--- src/rtl/keypad_scanner.sv ---
// keypad_scanner: 4x4 active-low matrix scan with per-sweep debounce.
// Define KEYPAD_REPEAT_EN to enable auto-repeat pulses while a key is held.
module keypad_scanner #(
  parameter int SCAN_TICKS      = 100000,
  parameter int DEBOUNCE_SWEEPS = 4,
  parameter int REPEAT_SWEEPS   = 50
) (
  input  logic       clk,
  input  logic       reset,
  input  logic [3:0] row,
  output logic [3:0] col,
  output logic [3:0] key_code,
  output logic       key_valid,
  output logic       key_held
);

  localparam int TW = $clog2(SCAN_TICKS);
  localparam int DW = $clog2(DEBOUNCE_SWEEPS + 1);
  localparam logic [TW-1:0] T_LAST = TW'(SCAN_TICKS - 1);
  localparam logic [DW-1:0] D_LAST = DW'(DEBOUNCE_SWEEPS);

  if (SCAN_TICKS < 4) begin : g_bad_scan
    $error("SCAN_TICKS must be >= 4");
  end
  if (DEBOUNCE_SWEEPS < 1) begin : g_bad_deb
    $error("DEBOUNCE_SWEEPS must be >= 1");
  end
  if (REPEAT_SWEEPS < 1) begin : g_bad_rep
    $error("REPEAT_SWEEPS must be >= 1");
  end

  typedef enum logic [1:0] {
    IDLE,
    PRESS,
    HELD,
    RELEASE
  } state_t;

  logic [3:0]    row_s1;
  logic [3:0]    row_s2;
  logic [TW-1:0] tick;
  logic [1:0]    col_idx;
  logic          win_end;
  logic          sweep_end;

  logic [1:0]    hits;
  logic [3:0]    hit_code;
  logic [3:0]    lows;
  logic [2:0]    col_hits;
  logic [2:0]    hit_sum;
  logic [1:0]    row_sel;
  logic [1:0]    new_hits;
  logic [3:0]    new_code;
  logic          single;
  logic          same;

  state_t        state;
  logic [3:0]    cand;
  logic [DW-1:0] cnt;
  logic [DW-1:0] cnt_nx;

`ifdef KEYPAD_REPEAT_EN
  localparam int RW = $clog2(REPEAT_SWEEPS + 1);
  localparam logic [RW-1:0] R_LAST = RW'(REPEAT_SWEEPS);
  logic [RW-1:0] rep;
  logic [RW-1:0] rep_nx;
  assign rep_nx = rep + RW'(1);
`endif

  function automatic logic [3:0] code_of(
    input logic [1:0] r,
    input logic [1:0] c
  );
    logic [3:0] k;
    unique case ({r, c})
      4'h0: k = 4'h1;
      4'h1: k = 4'h2;
      4'h2: k = 4'h3;
      4'h3: k = 4'hA;
      4'h4: k = 4'h4;
      4'h5: k = 4'h5;
      4'h6: k = 4'h6;
      4'h7: k = 4'hB;
      4'h8: k = 4'h7;
      4'h9: k = 4'h8;
      4'hA: k = 4'h9;
      4'hB: k = 4'hC;
      4'hC: k = 4'h0;
      4'hD: k = 4'hF;
      4'hE: k = 4'hE;
      4'hF: k = 4'hD;
    endcase
    return k;
  endfunction

  always_ff @(posedge clk or posedge reset) begin
    if (reset) begin
      row_s1 <= 4'hF;
      row_s2 <= 4'hF;
    end else begin
      row_s1 <= row;
      row_s2 <= row_s1;
    end
  end

  assign win_end   = (tick == T_LAST);
  assign sweep_end = win_end && (col_idx == 2'd3);

  always_ff @(posedge clk or posedge reset) begin
    if (reset) begin
      tick    <= '0;
      col_idx <= 2'd0;
      col     <= 4'b1110;
    end else if (win_end) begin
      tick    <= '0;
      col_idx <= col_idx + 2'd1;
      col     <= {col[2:0], col[3]};
    end else begin
      tick <= tick + TW'(1);
    end
  end

  // hits saturates at 2: anything beyond one intersection is MULTI
  always_comb begin
    lows     = ~row_s2;
    col_hits = 3'(lows[0]) + 3'(lows[1]) + 3'(lows[2]) + 3'(lows[3]);
    row_sel  = 2'd0;
    for (int i = 0; i < 4; i++) begin
      if (lows[i]) row_sel = 2'(i);
    end
    hit_sum  = {1'b0, hits} + col_hits;
    new_hits = (hit_sum > 3'd1) ? 2'd2 : hit_sum[1:0];
    new_code = (col_hits == 3'd1) ? code_of(row_sel, col_idx) : hit_code;
  end

  assign single = (new_hits == 2'd1);
  assign same   = single && (new_code == key_code);
  assign cnt_nx = cnt + DW'(1);

  always_ff @(posedge clk or posedge reset) begin
    if (reset) begin
      hits     <= 2'd0;
      hit_code <= 4'h0;
    end else if (sweep_end) begin
      hits     <= 2'd0;
      hit_code <= 4'h0;
    end else if (win_end) begin
      hits     <= new_hits;
      hit_code <= new_code;
    end
  end

  always_ff @(posedge clk or posedge reset) begin
    if (reset) begin
      state     <= IDLE;
      cand      <= 4'h0;
      cnt       <= '0;
      key_code  <= 4'h0;
      key_valid <= 1'b0;
      key_held  <= 1'b0;
`ifdef KEYPAD_REPEAT_EN
      rep       <= '0;
`endif
    end else begin
      key_valid <= 1'b0;
      if (sweep_end) begin
        unique case (state)
          IDLE: begin
            if (single) begin
              cand <= new_code;
              cnt  <= DW'(1);
              if (DEBOUNCE_SWEEPS == 1) begin
                state     <= HELD;
                key_code  <= new_code;
                key_valid <= 1'b1;
                key_held  <= 1'b1;
`ifdef KEYPAD_REPEAT_EN
                rep       <= '0;
`endif
              end else begin
                state <= PRESS;
              end
            end
          end
          PRESS: begin
            if (!single) begin
              state <= IDLE;
            end else if (new_code != cand) begin
              cand <= new_code;
              cnt  <= DW'(1);
            end else if (cnt_nx == D_LAST) begin
              state     <= HELD;
              key_code  <= cand;
              key_valid <= 1'b1;
              key_held  <= 1'b1;
`ifdef KEYPAD_REPEAT_EN
              rep       <= '0;
`endif
            end else begin
              cnt <= cnt_nx;
            end
          end
          HELD: begin
            if (!same) begin
              if (DEBOUNCE_SWEEPS == 1) begin
                state    <= IDLE;
                key_held <= 1'b0;
              end else begin
                state <= RELEASE;
                cnt   <= DW'(1);
              end
            end
`ifdef KEYPAD_REPEAT_EN
            else if (rep_nx == R_LAST) begin
              key_valid <= 1'b1;
              rep       <= '0;
            end else begin
              rep <= rep_nx;
            end
`endif
          end
          RELEASE: begin
            if (same) begin
              state <= HELD;
`ifdef KEYPAD_REPEAT_EN
              rep   <= '0;
`endif
            end else if (cnt_nx == D_LAST) begin
              state    <= IDLE;
              key_held <= 1'b0;
            end else begin
              cnt <= cnt_nx;
            end
          end
        endcase
      end
    end
  end

endmodule

--- config.mk ---
export PLATFORM = sky130hd
export DESIGN_NAME = keypad_scanner
export DESIGN_NICKNAME = d
export VERILOG_FILES = /design/src/rtl/keypad_scanner.sv
export SDC_FILE = /design/constraint.sdc
export NUM_CORES = 1
export LEC_CHECK = 0
export ABC_AREA = 0
export CELL_PAD_IN_SITES_DETAIL_PLACEMENT = 0
export CELL_PAD_IN_SITES_GLOBAL_PLACEMENT = 1
export CORE_MARGIN = 2
export CORE_UTILIZATION = 35
export DETAILED_ROUTE_END_ITERATION = 8
export GPL_ROUTABILITY_DRIVEN = 0
export GPL_TIMING_DRIVEN = 0
export PLACE_DENSITY = 0.69
export SLEW_MARGIN = 20
export SYNTH_ARGS = -nofsm -noshare
export SYNTH_HDL_FRONTEND = slang
export SYNTH_SLANG_ARGS = --single-unit
--- constraint.sdc ---
create_clock -name clk -period 4.2 [get_ports clk]
set_input_delay 0.84 -clock clk [delete_from_list [all_inputs] [get_ports clk]]
set_output_delay 0.84 -clock clk [all_outputs]
set_load 0.005 [all_outputs]
==> results of run 1 <==
final cells by class:
type	count	share of cell area [%]
clock buffers	7	2.46
well taps	99	3.99
plain buffers	6	0.765
multi-input cells	178	40.8
inverters	21	2.54
clock inverters	1	0.967
flip-flops and latches	52	42.3
repair buffers	19	6.20
power by group:
group          switching (mW)  total [mW]  leakage, nW  internal [mW]
logic                  0.0649       0.109        0.686         0.0437
clock network           0.161       0.339       0.0524          0.179
registers             0.00225       0.510        0.674          0.507
total                   0.228       0.958         1.41          0.730
worst max-delay path, stage by stage, from the launching register on:
cell,delay (ns)
dfstp_2,0.56
inv_1,0.06
fa_1,0.45
ha_1,0.22
ha_4,0.23
or3b_1,0.37
buf_2,0.17
or4_1,0.50
o211a_1,0.13
a211o_4,0.30
o41a_1,0.39
a211o_1,0.28
o22a_1,0.22
sequential cells by signal, summed over array words and instances (netlist names):
signal and cells:
hits 2, state 2, row_s2 4, key_valid 1, tick 17, hit_code 4, col_idx 2, col 4
cand 4, key_held 1, row_s1 4, cnt 3, key_code 4
routing by layer:
metal,wire (µm),share of wire [%],vias up,track usage (%)
met2,2300,46,19,19.9
li1,-,-,940,-
met5,0,0,-,0
met3,137,2.7,7,2.75
met4,59,1.2,0,3.91
met1,2490,50,902,18.3
metrics by stage:
step / power (mW) / std cells / setup slack, ns
after floorplan: 0.589 / 257 / 0.336
after global placement: 0.613 / 371 / 0.0276
after detailed placement: 0.616 / 372 / 0.0171
after CTS: 0.962 / 380 / 0.0171
after global routing: 1.01 / 383 / 0.0394
final: 0.958 / 383 / 0.196
path summary, 6_finish.rpt:
| path | slack (ns) | to | start |
|---|---|---|---|
| min in group asynchronous | 0.83 | cnt[2] | reset |
| max in group asynchronous | 2.78 | row_s1[0] | reset |
| min reg2reg | 0.36 | row_s2[0] | row_s1[0] |
| min | 0.36 | row_s2[0] | row_s1[0] |
| max reg2reg | 0.20 | cnt[0] | row_s2[1] |
| max | 0.20 | cnt[0] | row_s2[1] |
repair_timing:
action | in CTS | in global routing
setup buffers | 0 | 3
gates resized for setup | 1 | 4
pin swaps | 0 | 2
endpoints found under the setup margin | 1 | 10
placed cells by master (no fill, tap or decap), types with 8 or more instances in the layout:
master / n
o21ai_0: 13
inv_1: 20
nor2_1: 14
dfrtp_1: 41
xor2_1: 10
clkdlybuf4s50_1: 15
nand2_1: 31
nand3_1: 8
xnor2_1: 12
ha_1: 8
dfstp_2: 11
logic make-up (layout without fill, tap and decap cells):
kind of cell / count (synthesis) / count (layout) / synth area share, %
compound gates: 47 / 47 / 12.3
xor+xnor: 22 / 22 / 7.29
fa+ha+maj: 11 / 11 / 5.78
buf+inv: 27 / 54 / 3.88
flops: 52 / 52 / 49.8
mux: 8 / 8 / 3.32
simple gates: 90 / 90 / 17.7
==> metrics.cfg, run 1 <==
[logic_synthesis]
synthTopCellsByCount=dfrtp_1, nand2_1, inv_1, nor2_1, o21ai_0
syn_area_um2=2640
synthArstFlopShare_pct=100
synth_edf_count=0
ys_ff_latch=52
ys_dominant_reg_cell=dfrtp_1
synthDistinctLibCells=52
synth_most_common_cell=dfrtp_1
yosysTopAreaCell=dfrtp_1
synth_area_per_cell_um2=10.3
yosysSeqAreaShare_pct=49.8
netlist_top_cells_area=dfrtp_1, dfstp_2, nand2_1
synth_fp_nets=274
synth_cells=257
ys_warn_count=0
yosysTopAreaCellShare_pct=38.8

[clocking]
cts_made_buffers=5
root_buffer=clkbuf_8
hold_buffers=0
clk_latency_ns=0.31
cts_tree=done
htree_levels=2
clkTransAtPathRegs_ns=0.09
cts.sinks=52
cts_buffer_depth=2

[timing]
slew_viol_final=0
hold_violations=0
finalSetupViolCount=0
slew_headroom_pct=59.8
max_freq_mhz=250
timing.hold.ws_ns=0.358
layout_min_cycle_time_ns=4.00
rsz0062_at_grt=no
tightest_slew_ns=0.598
tns_ns=0
finalCritPeriodShare_pct=95.3
skew_ns=0.0183

[detailed_routing]
dr.pass1.iters=4
first_iter_violations=77
routed_wirelength_um=4990
ant_nets=0
post_drt_wl_per_cell_um=13.0
num_vias=1868
post-route-drc-count=0
via_per_inst=4.88

[floorplanning]
start_util_pct=36.2
die_x_um=90.9
io_pins=16
die-area_um2=8260
core_area_um2=7290
rows=31
die_h_um=90.9

[pwr]
p_leak_nw=1.41
power.density_nw_per_um2=308
vdd_drop_max_v=0.000170

[global_route]
grt-ovfl-total=0
grt_max_degree=36
track_usage_pct=12.9
grt_pass1_vias=1829
antenna_found_initial=0
grt_pass1_wl_um=8600

[placement]
place_area_um2=2940
hpwl_um=3570
portBuffers=15

[worst_setup_path]
arrival_ns=4.19
worst-setup-path-type=flop to flop
critPathRequiredTime_ns=4.39
crit_path_max_fanout=8
reg2reg_depth=12
worstSetupEndpointType=flop
critPathLaunchType=flop

[finish]
n_antenna_cell=0
utilization_pct=42.6
final_area_um2=3110
seqCellArea_um2=1320
final_layout_size_suffix_gt1_share_pct=12.0
multi_input_area_um2=1270
n_fill_cell=749
area_growth_pct=17.6
fin_nets=300

[min_path]
hold_path.class=flop to flop
hold_path_depth=0

[job]
cap_violations=0

[outcome]
status=finished, final reports clean

Note: power is estimated with default switching activity, not from simulation.
==> run 2: changes to the inputs <==
==> constraint.sdc (replaced) <==
create_clock -name clk -period 4.4 [get_ports clk]
set_input_delay 0.88 -clock clk [delete_from_list [all_inputs] [get_ports clk]]
set_output_delay 0.88 -clock clk [all_outputs]
set_load 0.005 [all_outputs]
==> metrics.cfg, run 2 (synthesis gave the netlist of run 1 again) <==
[detailed_routing]
routed_wirelength_um=4980  ; -0.30%
ant_nets=0  ; unchanged
dr.pass1.iters=4  ; unchanged
wl_met1_um=2520  ; +0.92%
dr_wl_met2_um=2310  ; about the same
top_layer=met4
num_vias=1854  ; -0.75%
first_iter_violations=87  ; +13%
via_per_inst=4.88  ; about the same
post-route-drc-count=0  ; unchanged
dr_wl_met3_um=96  ; -30%
post_drt_wl_per_cell_um=13.1  ; +0.49%

[placement]
place_inst=372  ; unchanged
hpwl_um=3570  ; unchanged
place_area_um2=2940  ; unchanged
portBuffers=15  ; unchanged

[global_route]
grt_pass1_wl_um=8590  ; about the same
grt_max_degree=36  ; unchanged
grt-ovfl-total=0  ; unchanged
track_usage_pct=12.9  ; about the same
antenna_found_initial=0  ; unchanged
grt_pass1_vias=1827  ; -0.11%

[outcome]
status=finished, final reports clean

[worst_setup_path]
crit_slowest_cell=dfstp_2
ff2ff_setup_slack_ns=0.22  ; +0.02 ns
r2r-end=cnt[0]
worst-setup-path-type=flop to flop
worstPathCellList=inv_1 -> fa_1 -> ha_1 -> ha_1 -> or3b_1 -> buf_2 -> or4_1 -> o211a_1 -> a211o_1 -> o41a_1 -> a211o_1 -> o22a_1
r2r-start=row_s2[3]
arrival_ns=4.37  ; +0.18 ns
critPathRequiredTime_ns=4.59  ; +0.20 ns
slowest_delay_ns=0.60  ; +0.04 ns
cp_top_family=compound AO/OA/AOI/OAI gates
cp_num_buf_inv=2  ; unchanged
reg2reg_depth=12  ; unchanged
crit_path_start=row_s2[3]
critPathLaunchType=flop
crit_path_max_fanout=8  ; unchanged
worstSetupEndpointType=flop

[clocking]
hold_buffers=0  ; unchanged
root_buffer=clkbuf_8
cts_buffer_depth=2  ; unchanged
cts_made_buffers=5  ; unchanged
htree_levels=2  ; unchanged
cts_tree=done
cts.sinks=52  ; unchanged
clkTransAtPathRegs_ns=0.09  ; about the same
clk_latency_ns=0.31  ; about the same

[job]
cap_violations=0  ; unchanged

[finish]
largest_register=tick
largest_reg_flops=17  ; unchanged
final_cell_mix=dfrtp_1, nand2_1, inv_1
n_antenna_cell=0  ; unchanged
final_common_cell=dfrtp_1
final_layout_size_suffix_gt1_share_pct=10.3  ; -1.7 points
final_area_um2=3060  ; -1.7%
layout.cells.non_filler=380  ; -0.78%
fin_nets=297  ; -1.0%
area_growth_pct=15.7

[timing]
hold_violations=0  ; unchanged
max_freq_mhz=239  ; -4.3%
finalSetupViolCount=0  ; unchanged
rsz0062_at_grt=no
slew_headroom_pct=58.9  ; -0.95 points
tightest_slew_ns=0.616  ; +0.0180 ns
tns_ns=0  ; unchanged
slew_viol_final=0  ; unchanged
layout_min_cycle_time_ns=4.18  ; +0.181 ns
skew_ns=0.0166  ; -0.00166 ns
finalCritPeriodShare_pct=95.1  ; -0.23 points
timing.hold.ws_ns=0.359  ; +0.000971 ns

[floorplanning]
die-area_um2=8260  ; unchanged
die_h_um=90.9  ; unchanged
rows=31  ; unchanged
io_pins=16  ; unchanged
start_util_pct=36.2  ; unchanged
core_area_um2=7290  ; unchanged
die_x_um=90.9  ; unchanged

[pwr]
power.density_nw_per_um2=296  ; -3.9%
p_leak_nw=1.40  ; -0.90%
vdd_drop_max_v=0.000162  ; -4.6%

[min_path]
min-delay-start=row_s1[0]
hold_path_depth=0  ; unchanged
hold_path.class=flop to flop
worst_hold_path.endpoint=row_s2[0]

-- run 2: changes by cell type in the layout (fill, tap and decap cells not counted) --
cell	delta
nand3_2	+1
nand3_4	-1
ha_1	+1
a211o_1	+1
a211o_4	-1
ha_4	-1
buf_4	-3
-- run 2: stage by stage --
step | util [%] | worst slack (ns) | total power, mW
2_1_floorplan | - | 0.536 | 0.562
3_3_place_gp | 40.0 | 0.228 | 0.585
3_5_place_dp | 40.3 | 0.217 | 0.588
4_1_cts | 41.7 | 0.190 | 0.914
5_1_grt | 41.9 | 0.0181 | 0.954
6_report | 41.9 | 0.215 | 0.905
-- run 2: layout make-up --
class                           count  area, µm²
Clock buffer                        7       76.3
Inverter                           21       78.8
Fill cell                         756       4240
Sequential cell                    52       1320
Timing Repair Buffer               16        170
Multi-Input combinational cell    178       1240
Clock inverter                      1       30.0
Buffer                              6       23.8
Tap cell                           99        124
-- run 2: where the power goes --
part,switching [mW],total (mW),internal [mW]
Combinational,0.0591,0.0954,0.0362
Sequential,0.00274,0.487,0.484
Clock,0.152,0.323,0.170
Total,0.214,0.905,0.691
-- run 2: how the worst max path moves through the flow --
stage | end | slack (ns) | depth (start not counted)
2_1_floorplan | cand[0] | 0.54 | 12
3_3_place_gp | cand[0] | 0.23 | 12
3_5_place_dp | cand[0] | 0.22 | 12
4_1_cts | cand[0] | 0.19 | 12
5_1_grt | cand[1] | 0.02 | 12
6_report | cnt[0] | 0.22 | 12
-- run 2: layer usage --
| metal | up-vias | global-route usage, % |
|---|---|---|
| met1 | 895 | 18.2 |
| met2 | 17 | 19.9 |
| met3 | 7 | 2.75 |
| met4 | 0 | 3.91 |
| li1 | 935 | - |
| met5 | - | 0 |
-- run 2: repair_timing --
action	CTS	global route
resized for setup	0	2
buffers inserted	0	0
endpoints found under the setup margin	0	6
-- run 2: worst reg2reg max path: cells and delay by family (launching register included) --
kind	cells	cell delay [ns]
adders and majority gates	3	0.96
DFF	1	0.60
buffers and inverters	2	0.27
AOI/OAI and AO/OA	5	1.34
and+or+nand+nor	2	0.89
